==> src/rtl/fwft_small_fifo.sv <==
`default_nettype none
// ============================================================================
// Module   : fwft_small_fifo
// Brief    : First-word-fall-through FIFO for AXI-Stream beats; head entry
//            is always on dout while non-empty, rd_en pops it.
// Revision : 1.0
// ============================================================================
module fwft_small_fifo #(
   parameter int WIDTH               = 72,
   parameter int MAX_DEPTH_BITS      = 2,
   parameter int PROG_FULL_THRESHOLD = 2**MAX_DEPTH_BITS - 1
) (
   input  logic             axis_aclk,
   input  logic             axis_resetn,
   input  logic [WIDTH-1:0] din,
   input  logic             wr_en,
   input  logic             rd_en,
   output logic [WIDTH-1:0] dout,
   output logic             full,
   output logic             nearly_full,
   output logic             prog_full,
   output logic             empty
);

   localparam int C_DEPTH = 2**MAX_DEPTH_BITS;
   localparam logic [MAX_DEPTH_BITS:0] C_CNT_FULL  = (MAX_DEPTH_BITS+1)'(C_DEPTH);
   localparam logic [MAX_DEPTH_BITS:0] C_CNT_NFULL = (MAX_DEPTH_BITS+1)'(C_DEPTH - 1);
   localparam logic [MAX_DEPTH_BITS:0] C_CNT_PROG  = (MAX_DEPTH_BITS+1)'(PROG_FULL_THRESHOLD);
   localparam logic [MAX_DEPTH_BITS:0] C_CNT_ONE   = (MAX_DEPTH_BITS+1)'(1);
   localparam logic [MAX_DEPTH_BITS-1:0] C_PTR_ONE = MAX_DEPTH_BITS'(1);

   logic [WIDTH-1:0]          r_mem [C_DEPTH];
   logic [MAX_DEPTH_BITS-1:0] r_rd_ptr;
   logic [MAX_DEPTH_BITS-1:0] r_wr_ptr;
   logic [MAX_DEPTH_BITS:0]   r_count;

   logic w_rd_acc;
   logic w_wr_acc;

   // A full FIFO still accepts a write when the head is popped in the same cycle.
   assign w_rd_acc = rd_en && !empty;
   assign w_wr_acc = wr_en && (!full || w_rd_acc);

   always_ff @(posedge axis_aclk) begin
      if (!axis_resetn) begin
         r_rd_ptr <= '0;
         r_wr_ptr <= '0;
         r_count  <= '0;
      end else begin
         if (w_wr_acc) begin
            r_wr_ptr <= r_wr_ptr + C_PTR_ONE;
         end
         if (w_rd_acc) begin
            r_rd_ptr <= r_rd_ptr + C_PTR_ONE;
         end
         if (w_wr_acc && !w_rd_acc) begin
            r_count <= r_count + C_CNT_ONE;
         end else if (w_rd_acc && !w_wr_acc) begin
            r_count <= r_count - C_CNT_ONE;
         end
      end
   end

   // Storage is deliberately not reset; the pointers alone define validity.
   always_ff @(posedge axis_aclk) begin
      if (axis_resetn && w_wr_acc) begin
         r_mem[r_wr_ptr] <= din;
      end
   end

   assign empty       = (r_count == '0);
   assign full        = (r_count == C_CNT_FULL);
   assign nearly_full = (r_count >= C_CNT_NFULL);
   assign prog_full   = (r_count >= C_CNT_PROG);
   assign dout        = empty ? '0 : r_mem[r_rd_ptr];

endmodule
`default_nettype wire

==> config.mk <==
export PLATFORM = sky130hd
export DESIGN_NAME = fwft_small_fifo
export DESIGN_NICKNAME = d
export VERILOG_FILES = /design/src/rtl/fwft_small_fifo.sv
export SDC_FILE = /design/constraint.sdc
export NUM_CORES = 1
export LEC_CHECK = 0
export CORE_MARGIN = 2
export CORE_UTILIZATION = 50
export DETAILED_ROUTE_END_ITERATION = 6
export GPL_TIMING_DRIVEN = 0
export PLACE_DENSITY = 0.78
export SYNTH_ARGS = -nofsm -noshare
export SYNTH_HDL_FRONTEND = slang
export SYNTH_SLANG_ARGS = --single-unit
==> constraint.sdc <==
create_clock -name axis_aclk -period 2.85 [get_ports axis_aclk]
set_input_delay 0.4275 -clock axis_aclk [delete_from_list [all_inputs] [get_ports axis_aclk]]
set_output_delay 0.4275 -clock axis_aclk [all_outputs]
set_load 0.05 [all_outputs]
# == Word level (Yosys, flattened, before mapping) ==
# Memory sizes are Yosys's and may differ from the RTL's. A register that Yosys moved wholly into a read port is not among the register bits.
# Cells that the tools add are included.
# totals
inputBits,76
ramBits,288
out_inout_bits,76
register_bits,7
memories,1
# memory_table
name,depth,word_bits,rd,rd_clocked_by_memory_dff,wr,line_no,rtl
r_mem,4,72,1,1,1,32,logic [WIDTH-1:0] r_mem [C_DEPTH];
# op_classes
n_eq_ne,1
n_reduce_logical,12
n_addsub,4
magnitude_cmp,1
mux,7
# ops
operator,n
72-bit 2-to-1 mux,1
3-bit 2-to-1 mux,2
1-bit logical AND,5
2-bit by 1-bit adder with 2-bit output (second input constant),2
1-bit logical NOT,4
2-bit 2-to-1 mux,2
3-bit by 1-bit adder with 3-bit output (second input constant),1
3-bit == test (second input constant),1
3-bit by 2-bit greater-or-equal comparator with 1-bit output (second input constant),1
3-bit logical NOT,1
3-bit by 1-bit subtractor with 3-bit output (second input constant),1
1-bit 2-to-1 mux,2
2-bit nonzero test,1
1-bit logical OR,1

# == Longest topological paths before layout ==
# depth
depth_word,9
ltp_mapped,8
ltp_nobuf,8

# == Worst setup path before layout ==
# No wires, ideal clock.
# synth_path
path_kind,flip-flop to flip-flop
startpoint,reg r_count[0]
endpoint,mem r_mem[0][0] (enable)
path_stages_with_launch,4
arrival_time_ns,2.725
period_less_slack_ns,3.164
setup_slack_ns,-0.314
path_cell_list,dfxtp_1 > nor3b_2 > a21boi_2 > and3_1
# synth_between
elab_cells_between_ends,10
cone_classes,eq/ne (1); mux (2); reduce/logical (7)
# synth_lines
element,line_no,rtl
"start, declared",35,logic [MAX_DEPTH_BITS:0] r_count;
"start signal, assigned",57,r_count <= r_count + C_CNT_ONE;
"start signal, assigned",59,r_count <= r_count - C_CNT_ONE;
3-bit == test,72,assign full = (r_count == C_CNT_FULL);
via full,19,"output logic full,"
1-bit logical NOT,42,assign w_wr_acc = wr_en && (!full || w_rd_acc);
1-bit logical OR,42,
1-bit logical AND,42,
1-bit logical AND,66,if (axis_resetn && w_wr_acc) begin
1-bit 2-to-1 mux,66,
1-bit 2-to-1 mux (not written as such),67,r_mem[r_wr_ptr] <= din;
"end, declared",32,
# The timed path passes the listed nets, and every way through them passes these cells.

==> impl_metrics.py <==
metrics = {
    "global_routing": {
        "grt_overflow": 0,
        "antenna_found_initial": 1,
        "grt_util_all_layers_pct": 17.76,
        "grt_pass1_vias": 5901,
        "grt_max_degree": 51,
        "grt_pass1_wl_um": 32470,
    },
    "power": {
        "power_frac_clock_pct": 25.1,
        "power_leakage_nw": 4.792,
        "p_sw_w": 0.005517,
        "sequentialPowerShare_pct": 34.9,
        "peakVddDrop_mv": 0.6975,
        "pwr-share-comb_pct": 40.0,
        "internal_power_w": 0.009175,
        "switching_share_pct": 37.55,
        "power_density_mw_per_mm2": 1030,
    },
    "synthesis": {
        "avgSynthCellArea_um2": 22.76,
        "ys_ff_latch": 297,
        "synth_flop_cell": "edfxtp_1",
        "ys_seq_area_share_pct": 76.50,
        "synth.area.top_cells": "edfxtp_1 (75%), mux4_2 (14%), nor2b_1 (3.3%)",
        "synth_nets": 589,
        "netlist.area_leader.share_pct": 74.93,
        "syn_area_mm2": 0.01154,
        "ys_types": 29,
        "ys_warn_count": 0,
        "synth.most_common_cell": "edfxtp_1",
        "synth_edf_count": 288,
        "synth_area_leader_cell": "edfxtp_1",
        "netlist_instances": 507,
        "synth.top_cells.by_count": "edfxtp_1 (288), mux4_2 (72), nor2b_1 (61)",
        "synthArstFlopShare_pct": 0,
    },
    "setup_path": {
        "cp.required_ns": 2.42,
        "cp-end-kind": "output pin",
        "worstPathArrival_ns": 2.34,
        "worstSetupStartpointType": "register",
        "cp_max_fo": 10,
        "critPathKind": "reg2out",
    },
    "placement": {
        "port_buffers": 151,
        "gp_congestion": 0.7416,
        "hpwlAfterDp_um": 13040,
    },
    "drt": {
        "drtIter0Drc": 277,
        "ant_nets": 0,
        "wl_um": 21480,
        "route.detailed.drc": 0,
        "via_count": 5419,
        "avgViaCountPerCell": 5.419,
        "wl_per_cell_um": 21.48,
        "firstDrtPassIters": 4,
    },
    "clock_tree": {
        "clk_latency_ns": 0.53,
        "cts_tree": "built",
        "cts.clk_slew.worst_paths_ns": 0.06,
        "cts_max_level": 1,
        "post_cts_buffers": 0,
        "numCtsBuffers": 29,
        "holdBufCountCts": 0,
        "clock-sinks": 297,
        "cts-root-buf": "clkbuf_16",
        "clk_path_buf_depth": 3,
    },
    "die": {
        "num_io_pins": 152,
        "start_util_pct": 50.98,
        "row_count": 55,
        "die_area_mm2": 0.02431,
        "core_mm2": 0.02264,
        "die_y_um": 155.9,
        "fp.dieW_um": 155.9,
    },
    "timing": {
        "relSlewSlack_pct": 63.73,
        "whs_ns": 0.4944,
        "setup_viol_count_final": 0,
        "hold_violations": 0,
        "rsz0062_at_grt": "yes",
        "fin_setup_tns_ns": 0,
        "skew_ns": 0.01937,
        "timing.final.crit_share_pct": 97.05,
        "worstMarginPinSlew_ns": 0.5463,
        "report.final.slew_viol_count": 0,
        "fmaxAchievable_mhz": 361.5,
        "post-route-min-period_ns": 2.766,
    },
    "final_layout": {
        "nets": 774,
        "register_area_mm2": 0.008830,
        "syn2layout_area_growth_pct": 23.62,
        "post-route-util_pct": 63.02,
        "final_layout_size_suffix_gt1_share_pct": 27.73,
        "multi_input_area_mm2": 0.002487,
        "n_fill_cell": 1571,
    },
    "run": {
        "cap_violations": 0,
    },
    "status": {
        "status": "finished clean",
    },
    "min_path": {
        "hold_class": "reg2reg",
    },
}
## flip-flops by register name, indices dropped and copies added, names as in the netlist, named ones only
name,cells
r_wr_ptr,2
r_rd_ptr,2
r_mem,288
r_count,3
## layout make-up
type,count,share of cell area [%]
plain buffers,25,1.736
flip-flops and latches,297,61.89
diodes,1,0.01754
well taps,285,2.499
clock buffers,39,5.420
inverters,4,0.1052
repair buffers,155,9.866
clock inverters,14,1.035
multi-input cells,180,17.43
## layout by cell type, fill, tap and decap left out, types with 3 or more instances in the layout
cell type,n
and2_1,3
and3_4,4
buf_12,7
buf_16,4
buf_2,11
buf_4,4
bufinv_16,3
clkbuf_1,10
clkbuf_16,29
clkbuf_2,34
clkdlybuf4s50_1,78
clkinv_1,3
clkinv_2,6
dfxtp_1,8
dlygate4sd2_1,37
edfxtp_1,288
ha_1,5
inv_1,4
mux2i_1,3
mux4_2,72
nand2_1,5
nor2b_1,61
nor2b_4,12
## power groups by stage
stage	registers (W)	logic [W]	clock network (W)
CTS	0.00513	0.00604	0.00377
global placement	0.00519	0.00637	0
global route	0.00515	0.00620	0.00392
detailed placement	0.00520	0.00645	0
finish	0.00513	0.00588	0.00368
floorplan	0.00518	0.00449	0
## what timing repair did
action | CTS | global route
pin swaps | 0 | 0
endpoints found under the setup margin | 73 | 59
gates resized for setup | 82 | 70
## per-stage QoR
step | worst slack (ns) | power, W | cell area, um^2 | instances
after global routing | -0.002683 | 0.01528 | 14260 | 999
after floorplan | 0.4168 | 0.009671 | 11550 | 507
after CTS | 0.003192 | 0.01493 | 14380 | 999
after global placement | -0.5711 | 0.01156 | 13410 | 943
final | 0.08409 | 0.01469 | 14270 | 1000
after detailed placement | -0.1541 | 0.01165 | 13540 | 947
## logic make-up (layout without fill, tap and decap cells)
group / count (synthesis) / count (layout) / share of synthesized area, %
AOI/OAI and AO/OA: 7 / 7 / 0.4878
xor gates and xnor gates: 3 / 3 / 0.2277
adders and majority gates: 6 / 6 / 0.7155
buffers and inverters: 30 / 237 / 2.222
DFF: 297 / 297 / 76.50
muxes: 75 / 75 / 14.31
other: 0 / 1 / 0
and+or+nand+nor: 89 / 89 / 5.540
## final timing paths
check,start,endpoint,slack (ns),depth (start not counted)
setup reg to reg,r_count[0],r_count[2],0.38,8
setup / recovery,register,dout[69],0.08,5
hold / removal,r_rd_ptr[1],register,0.49,2
hold reg to reg,r_rd_ptr[1],register,0.49,2
## critical path, stage by stage (launching register included)
cell and delay [ns]:
dfxtp_1 0.32, buf_6 0.23, buf_12 0.19, mux4_2 0.49, nor2b_4 0.14, dlygate4sd2_1 0.44
## layer usage
layer,GRT usage (%),part of all wire [%],vias up
li1,-,-,2439
met1,22.83,41,2800
met2,31.06,52,157
met3,3.694,6.1,23
met4,4.849,1.4,0
met5,0,0,-
Note: power is estimated with default switching activity, not from simulation.
